`config.mk`:
```
export PLATFORM = sky130hd
export DESIGN_NAME = fifo_port_arbiter
export DESIGN_NICKNAME = d
export VERILOG_FILES = /design/src/rtl/fifo_arb_pkg.sv /design/src/rtl/fifo_port_arbiter_rr_arb2.sv /design/src/rtl/fifo_port_arbiter.sv
export SDC_FILE = /design/constraint.sdc
export NUM_CORES = 1
export LEC_CHECK = 0
export BUFFER_PORTS_ARGS = -buffer_cell sky130_fd_sc_hd__buf_2
export CAP_MARGIN = 20
export CORE_UTILIZATION = 45
export CTS_BUF_LIST = sky130_fd_sc_hd__clkbuf_8
export CTS_CLUSTER_DIAMETER = 50
export DETAILED_ROUTE_END_ITERATION = 10
export PLACE_DENSITY = 0.95
export SLEW_MARGIN = 0
export SYNTH_ARGS = -nofsm -noshare
export SYNTH_HDL_FRONTEND = slang
export SYNTH_HIERARCHICAL = 1
export SYNTH_SLANG_ARGS = --single-unit
```
`constraint.sdc`:
```
create_clock -name clk -period 3.5 [get_ports clk]
set_clock_uncertainty 0.2 [all_clocks]
set_input_delay 0.35 -clock clk [delete_from_list [all_inputs] [get_ports clk]]
set_output_delay 0.35 -clock clk [all_outputs]
set_load 0.03 [all_outputs]
```
`src/rtl/fifo_arb_pkg.sv`:
```
// fifo_arb_pkg
// Shared definitions for the FIFO port arbiter:
//   DW_DEF     - default data width of every data port
//   CNT_W_DEF  - default width of each grant statistics counter
//   idx_t      - requester index (two requesters per side)
package fifo_arb_pkg;

  localparam int DW_DEF    = 8;
  localparam int CNT_W_DEF = 8;

  typedef logic idx_t;

endpackage

```
`src/rtl/fifo_port_arbiter_rr_arb2.sv`:
```
// rr_arb2
// Two-way round-robin arbiter with its own last-granted pointer.
// Ports:
//   clk - clock, rising edge
//   rst - synchronous active-high reset
//   en  - arbitration enable (FIFO not full / not empty)
//   req - request vector, bit k from requester k
//   gnt - one-hot (or zero) grant vector, combinational
module rr_arb2
  import fifo_arb_pkg::*;
(
  input  logic       clk,
  input  logic       rst,
  input  logic       en,
  input  logic [1:0] req,
  output logic [1:0] gnt
);

  idx_t last_reg;

  // With both requesting, the one that did not win last time gets it;
  // a lone requester wins regardless of the pointer.
  always_comb begin
    gnt = 2'b00;
    if (!rst && en) begin
      if (req == 2'b11) gnt = last_reg ? 2'b01 : 2'b10;
      else              gnt = req;
    end
  end

  // Reset to 1 so requester 0 wins the first contention.
  always_ff @(posedge clk) begin
    if (rst)             last_reg <= 1'b1;
    else if (gnt != 2'b00) last_reg <= gnt[1];
  end

endmodule

```
`src/rtl/fifo_port_arbiter.sv`:
```
// fifo_port_arbiter
// Arbitrates two write requesters and two read requesters onto a single
// FIFO bank. Each side uses an independent round-robin arbiter; read data
// is registered and flagged with a one-cycle valid pulse.
// Ports:
//   clk, rst                 - clock, synchronous active-high reset
//   wreq0/1, wdata0/1        - write requests and data (held until granted)
//   wgnt0/1                  - write grants (combinational)
//   rreq0/1, rgnt0/1         - read requests and grants (combinational)
//   rdata0/1, rvalid0/1      - registered read data and valid pulse
//   fifo_we, fifo_wdata      - FIFO write strobe/data
//   fifo_full                - FIFO full, blocks write grants
//   fifo_re, fifo_rdata      - FIFO read strobe and head-of-queue data
//   fifo_empty               - FIFO empty, blocks read grants
//   wcnt0/1, rcnt0/1         - saturating grant counters, only when the
//                              FIFO_ARB_STATS_EN macro is defined
module fifo_port_arbiter
  import fifo_arb_pkg::*;
#(
  parameter int DW    = DW_DEF,
  parameter int CNT_W = CNT_W_DEF
) (
  input  logic             clk,
  input  logic             rst,
  input  logic             wreq0,
  input  logic             wreq1,
  input  logic [DW-1:0]    wdata0,
  input  logic [DW-1:0]    wdata1,
  output logic             wgnt0,
  output logic             wgnt1,
  input  logic             rreq0,
  input  logic             rreq1,
  output logic             rgnt0,
  output logic             rgnt1,
  output logic [DW-1:0]    rdata0,
  output logic [DW-1:0]    rdata1,
  output logic             rvalid0,
  output logic             rvalid1,
  output logic             fifo_we,
  output logic [DW-1:0]    fifo_wdata,
  input  logic             fifo_full,
  output logic             fifo_re,
  input  logic [DW-1:0]    fifo_rdata,
  input  logic             fifo_empty
`ifdef FIFO_ARB_STATS_EN
  ,
  output logic [CNT_W-1:0] wcnt0,
  output logic [CNT_W-1:0] wcnt1,
  output logic [CNT_W-1:0] rcnt0,
  output logic [CNT_W-1:0] rcnt1
`endif
);

  logic [1:0]    wgnt;
  logic [1:0]    rgnt;
  logic [DW-1:0] rdata0_reg;
  logic [DW-1:0] rdata1_reg;
  logic          rvalid0_reg;
  logic          rvalid1_reg;

  rr_arb2 u_warb (
    .clk (clk),
    .rst (rst),
    .en  (!fifo_full),
    .req ({wreq1, wreq0}),
    .gnt (wgnt)
  );

  rr_arb2 u_rarb (
    .clk (clk),
    .rst (rst),
    .en  (!fifo_empty),
    .req ({rreq1, rreq0}),
    .gnt (rgnt)
  );

  assign wgnt0 = wgnt[0];
  assign wgnt1 = wgnt[1];
  assign rgnt0 = rgnt[0];
  assign rgnt1 = rgnt[1];

  assign fifo_we = wgnt[0] | wgnt[1];
  assign fifo_re = rgnt[0] | rgnt[1];

  always_comb begin
    fifo_wdata = '0;
    if (wgnt[0])      fifo_wdata = wdata0;
    else if (wgnt[1]) fifo_wdata = wdata1;
  end

  // Head-of-queue data is captured on the grant edge; the other
  // requester's data register holds.
  always_ff @(posedge clk) begin
    if (rst) begin
      rdata0_reg  <= '0;
      rdata1_reg  <= '0;
      rvalid0_reg <= 1'b0;
      rvalid1_reg <= 1'b0;
    end else begin
      rvalid0_reg <= rgnt[0];
      rvalid1_reg <= rgnt[1];
      if (rgnt[0]) rdata0_reg <= fifo_rdata;
      if (rgnt[1]) rdata1_reg <= fifo_rdata;
    end
  end

  assign rdata0  = rdata0_reg;
  assign rdata1  = rdata1_reg;
  // Masking with rst drops a valid pulse that is pending when reset hits.
  assign rvalid0 = rvalid0_reg & ~rst;
  assign rvalid1 = rvalid1_reg & ~rst;

`ifdef FIFO_ARB_STATS_EN
  // Counter order: writer 0, writer 1, reader 0, reader 1.
  logic [3:0]       cnt_ev;
  logic [CNT_W-1:0] cnt_reg [4];

  assign cnt_ev = {rgnt[1], rgnt[0], wgnt[1], wgnt[0]};

  for (genvar gi = 0; gi < 4; gi++) begin : g_cnt
    always_ff @(posedge clk) begin
      if (rst)
        cnt_reg[gi] <= '0;
      else if (cnt_ev[gi] && (cnt_reg[gi] != {CNT_W{1'b1}}))
        cnt_reg[gi] <= cnt_reg[gi] + 1'b1;
    end
  end

  assign wcnt0 = cnt_reg[0];
  assign wcnt1 = cnt_reg[1];
  assign rcnt0 = cnt_reg[2];
  assign rcnt1 = cnt_reg[3];
`endif

endmodule

```
==> impl_metrics.py, run 1 <==
metrics = {
    "setup_path": {
        "r2r-end": "rdata0[1]",
        "cp.arrival_ps": 1660,
        "r2r_start": "u_rarb/last_reg",
        "reg2regPathDepth": 4,
        "crit_required_ps": 2950,
        "critPathLaunchType": "input pin",
        "rrSetupSlack_ps": 1830,
        "cp-startpoint": "rst",
        "path_max_fanout": 24,
        "worstSetupPathType": "in2out",
        "end_kind": "output pin",
    },
    "yosys": {
        "syn_inst": 92,
        "synth_nets": 124,
        "yosysSeqAreaShare_pct": 44.51,
        "synth_area_leaders": "dfxtp_1 45%, mux2i_1 18%, nor2_1 6.7%",
        "synthMuxAreaShare_pct": 17.80,
        "synth_compound_area_share_pct": 10.01,
        "synth_cell_types": 18,
        "ys_ff_latch": 20,
        "syn_area_sq_um": 899.6,
        "yosys.area_share.simple_pct": 22.11,
        "synth_xor_area_share_pct": 0,
        "synth_area_per_cell_sq_um": 9.778,
        "yosysTopAreaCell": "dfxtp_1",
        "synth_fa_ha_area_share_pct": 0,
        "yosysWarnings": 6,
        "synth_top_area_share_pct": 44.51,
        "synth_top_family_by_area": "simple AND/OR/NAND/NOR gates",
    },
    "sta": {
        "worstMarginPinSlew_ps": 546.6,
        "finalSetupTns_ps": 0,
        "report.final.hold_viol_count": 0,
        "fin_crit_ps": 2206,
        "slew_headroom_pct": 63.56,
        "final-max-slew-violation-count": 0,
        "setup_viol": 0,
        "hold_slack_ps": 140.5,
        "rsz0062_at_grt": "false",
        "fmax_ghz": 0.4532,
        "post-route-period-util_pct": 63.04,
    },
    "cts": {
        "cts_tree": "built",
        "clk_latency_ps": 250,
        "htreeDepth": 1,
        "clockRootBuffer": "clkbuf_8",
        "cts_setup_buffers": 0,
        "clk_path_buf_depth": 2,
        "cts_buffers": 3,
        "clk_pin_slew_ps": 60,
        "cts_sinks": 20,
        "cts_resized": 0,
        "holdBufCountCts": 0,
    },
    "finish": {
        "areaGrowthSynthToFinish_pct": 38.39,
        "multi_input_area_sq_um": 449.2,
        "drive_above_1_share_pct": 45.75,
        "fin_nets": 187,
        "final_common_cell": "buf_2",
        "fillCellCount": 147,
        "diodes": 0,
        "design_area_sq_um": 1245,
        "ff_latch_area_sq_um": 400.4,
        "final_cell_mix": "63 x buf_2, 20 x dfxtp_1, 16 x mux2i_1, 16 x nor2_1",
    },
    "grt": {
        "grt_pass1_wl_mm": 3.084,
        "antenna_found_initial": 0,
        "grt_max_degree": 25,
        "overflow": 0,
        "grt_pass1_vias": 736,
        "grt_usage_pct": 20.39,
    },
    "drt": {
        "vias_per_cell": 4.994,
        "dr.pass1.iters": 4,
        "wire_per_inst_microns": 11.98,
        "drtAntennaViolNets": 0,
        "remaining_drc_errors": 0,
        "drtIter0Drc": 3,
        "wirelength_mm": 2.133,
        "via_count": 889,
    },
    "placement": {
        "port_buffers": 63,
        "gp_congestion": 0.6507,
        "place_area_sq_um": 1204,
        "dp_hpwl_mm": 1.676,
    },
    "pwr": {
        "p_per_area_nw_per_um2": 382.9,
        "vdd_drop_max_uv": 266.3,
        "total_power_mw": 0.4767,
        "p_leak_nw": 0.6507,
    },
    "floorplan": {
        "io_pins": 64,
        "fp-row-count": 15,
        "start_util_pct": 49.93,
        "die_x_microns": 46.71,
        "dieHeight_microns": 46.71,
        "core_sq_um": 1802,
        "fp.dieArea_sq_um": 2182,
    },
    "worst_hold_path": {
        "min_path_cells": 2,
        "hold_path_class": "in2reg",
        "min_delay_worst_endpoint": "u_warb/last_reg",
        "min_from": "wreq0",
    },
    "outcome": {
        "outcome": "finished, final reports clean",
    },
    "job": {
        "maxCapViolCount": 0,
    },
}
## cell families (layout without fill, tap and decap cells)
group / count (synthesis) / count (layout)
simple gates: 37 / 37
flops: 20 / 20
mux: 16 / 16
compound gates: 12 / 12
buf+inv: 7 / 68
## critical path, cell delays in order
cell and delay, ps:
buf_2 250, nor2b_4 170, and3_1 510, or2_1 180, buf_2 190
## per-layer routing
layer	track usage, %	vias to the layer above	part of all wire, %
met5	0	-	0
met4	8.571	0	0.75
met1	21.15	406	38
li1	-	435	-
met2	38.89	46	53
met3	4.314	2	8.3
## worst max-delay path by stage
stage               slack [ps]             to  depth (start not counted)
CTS                       1280  fifo_wdata[0]                          6
global placement          1320        fifo_re                          5
floorplan                 1250  fifo_wdata[5]                          5
detailed placement        1280  fifo_wdata[0]                          6
finish                    1290        fifo_re                          5
global route              1150  fifo_wdata[1]                          6
## final cells by class
class	count	area share [%]
Multi-Input combinational cell	65	36.08
Sequential cell	20	32.16
Timing Repair Buffer	63	25.33
Clock buffer	3	3.317
Tap cell	25	2.513
Inverter	2	0.6030
## power by group
part	internal [mW]	leakage, nW	switching (mW)
Clock	0.0764	0.0216	0.0663
Sequential	0.235	0.163	0.00474
Combinational	0.0368	0.467	0.0571
Total	0.349	0.651	0.128
## Yosys cell counts, drive strengths merged
cell	count
dfxtp	20
buf	4
inv	2
nand2b	2
a22o	6
o21ai	2
clkbuf	1
nor2b	7
a211oi	2
nand2	6
nor2	16
mux2i	16
or2	2
and3	4
a31oi	2
## per-stage QoR
step	util [%]	setup WS, ps	cells
6_report	69.10	1294	178
5_1_grt	69.10	1147	178
4_1_cts	69.10	1283	178
3_5_place_dp	66.81	1278	175
3_3_place_gp	66.81	1319	175
2_1_floorplan	-	1247	92
(Power assumes the default switching activity.)
==> run 2, diff against run 1 <==
ABC_AREA = 1   (was unset)
CORE_UTILIZATION = 43   (was 45)
PLACE_DENSITY = 0.92   (was 0.95)
clock period = 2.2 ns   (was 3.5 ns; I/O delays follow)
==> impl_metrics.py, run 2 <==
metrics = {
    "yosys": {
        "synth_edf_count": 0,
        "synth_most_common_cell": "nand2_1",
        "synth_area_leaders": "dfxtp_1 40%, nand2_1 23%, nor2_1 13%",
        "syn_inst": 155,
        "synth_common_cells": "61 x nand2_1, 34 x nor2_1, 20 x dfxtp_1",
        "synth_top_area_share_pct": 40.10,
        "syn_area_sq_um": 998.5,
        "synthArstFlopShare_pct": 0,
        "yosysSeqAreaShare_pct": 40.10,
        "yosysTopAreaCell": "dfxtp_1",
        "yosysWarnings": 6,
        "ys.flop_type": "dfxtp_1",
        "synth_cell_types": 13,
        "synth_nets": 187,
        "ys_ff_latch": 20,
        "synth_area_per_cell_sq_um": 6.442,
    },
    "sta": {
        "report.final.hold_viol_count": 0,
        "rsz0062_at_grt": "false",
        "fmax_ghz": 0.5504,
        "final-max-slew-violation-count": 0,
        "slew_headroom_pct": 82.47,
        "setup_viol": 0,
        "finalSetupTns_ps": 0,
        "worstMarginPinSlew_ps": 263.0,
        "post-route-period-util_pct": 82.59,
        "fin_crit_ps": 1817,
    },
    "pwr": {
        "p_per_area_nw_per_um2": 590.9,
        "vdd_drop_max_uv": 468.8,
        "total_power_mw": 0.7948,
        "p_leak_nw": 0.8415,
    },
    "finish": {
        "diodes": 0,
        "areaGrowthSynthToFinish_pct": 34.71,
        "fillCellCount": 216,
        "final_common_cell": "buf_2",
        "fin_cells": 246,
        "drive_above_1_share_pct": 35.78,
        "final_cell_mix": "63 x buf_2, 61 x nand2_1, 34 x nor2_1, 20 x dfxtp_1, 19 x inv_1",
        "fin_nets": 252,
    },
    "floorplan": {
        "core_sq_um": 2191,
        "io_pins": 64,
        "dieHeight_microns": 50.19,
        "fp.dieArea_sq_um": 2519,
        "fp-row-count": 17,
        "start_util_pct": 45.57,
        "die_x_microns": 50.19,
    },
    "drt": {
        "drtAntennaViolNets": 0,
        "via_count": 1078,
        "wire_per_inst_microns": 9.293,
        "wirelength_mm": 2.286,
        "dr.pass1.iters": 4,
        "drtIter0Drc": 25,
        "vias_per_cell": 4.382,
        "remaining_drc_errors": 0,
    },
    "cts": {
        "cts_buffers": 3,
        "cts_setup_buffers": 0,
        "cts_resized": 0,
        "clockRootBuffer": "clkbuf_8",
        "clk_pin_slew_ps": 70,
        "holdBufCountCts": 0,
        "clk_path_buf_depth": 2,
        "cts_tree": "built",
        "clk_latency_ps": 250,
        "cts_sinks": 20,
        "htreeDepth": 1,
    },
    "setup_path": {
        "crit_slowest_cell": "dfxtp_1",
        "crit_chain": "nand2_1, nand4_1, inv_1, inv_1, nor2_8, nand2_1, nand2_1, buf_2",
        "reg2regPathDepth": 6,
        "end_kind": "output pin",
        "path_buf_inv": 3,
        "rrSetupSlack_ps": 830,
        "critPathTopFamily": "simple AND/OR/NAND/NOR gates",
        "crit_required_ps": 1780,
        "cpMostUsedCell": "nand2_1",
        "max_stage_delay_ps": 320,
        "path_max_fanout": 8,
        "critPathLaunchType": "flop",
        "r2r_start": "u_rarb/last_reg",
        "cp-startpoint": "u_warb/last_reg",
        "crit_end": "fifo_wdata[1]",
        "worstSetupPathType": "reg2out",
        "r2r-end": "rdata0[6]",
        "critical_path_depth": 8,
        "cp.arrival_ps": 1400,
    },
    "grt": {
        "grt_pass1_wl_mm": 3.588,
        "overflow": 0,
        "grt_usage_pct": 18.95,
        "grt_pass1_vias": 862,
        "antenna_found_initial": 0,
        "grt_max_degree": 17,
    },
    "placement": {
        "dpl.cell_count": 243,
        "gp_congestion": 0.7093,
        "dp_hpwl_mm": 1.791,
        "port_buffers": 63,
    },
    "job": {
        "maxCapViolCount": 0,
    },
    "worst_hold_path": {
        "hold_path_class": "in2reg",
    },
    "outcome": {
        "outcome": "finished, final reports clean",
    },
}
## run 2: layer usage
layer / GRT usage, % / wire length [microns] / vias to the layer above
li1: - / - / 575
met2: 33.56 / 1099 / 47
met1: 20.57 / 955 / 452
met4: 10.00 / 44 / 0
met5: 0 / 0 / -
met3: 4.545 / 187 / 4
## run 2: worst min path at each step
stage                          from     endpoint  slack (ps)  depth (start not counted)
final                           rst  rvalid0_reg          20                          2
after detailed placement  rdata0[5]    rdata0[5]         260                          2
after global placement    rdata1[1]    rdata1[1]         250                          2
after global routing            rst  rvalid0_reg          40                          2
after floorplan                 rst  rvalid0_reg          90                          1
after CTS                       rst  rvalid0_reg          30                          2
## run 2: area by class of cell
type | instances | area (sq um) | area share [%]
Multi-Input combinational cell | 107 | 447.9 | 33.30
Sequential cell | 20 | 400.4 | 29.77
Timing Repair Buffer | 66 | 337.8 | 25.12
Inverter | 22 | 82.58 | 6.140
Clock buffer | 3 | 41.29 | 3.070
Tap cell | 28 | 35.03 | 2.605
## run 2: cells by family after synthesis
group,after synthesis,share of synthesized area [%]
buffers and inverters,28,15.04
and+or+nand+nor,105,43.86
AOI/OAI and AO/OA,2,1.003
DFF,20,40.10
## run 2: stage by stage
step	hold slack, ps	util, %	area (sq um)	setup WS (ps)
6_report	22.87	61.39	1345	383.0
2_1_floorplan	92.38	-	998.5	266.5
4_1_cts	29.10	61.39	1345	398.8
5_1_grt	43.48	61.39	1345	251.5
3_5_place_dp	260.7	59.51	1304	565.6
3_3_place_gp	251.4	59.51	1304	609.3
## run 2: where the power goes
part | total (mW) | switching, mW | leakage, nW | internal [mW]
logic | 0.179 | 0.117 | 0.657 | 0.0621
clock network | 0.229 | 0.107 | 0.0216 | 0.122
registers | 0.387 | 0.00816 | 0.163 | 0.379
total | 0.795 | 0.232 | 0.842 | 0.563
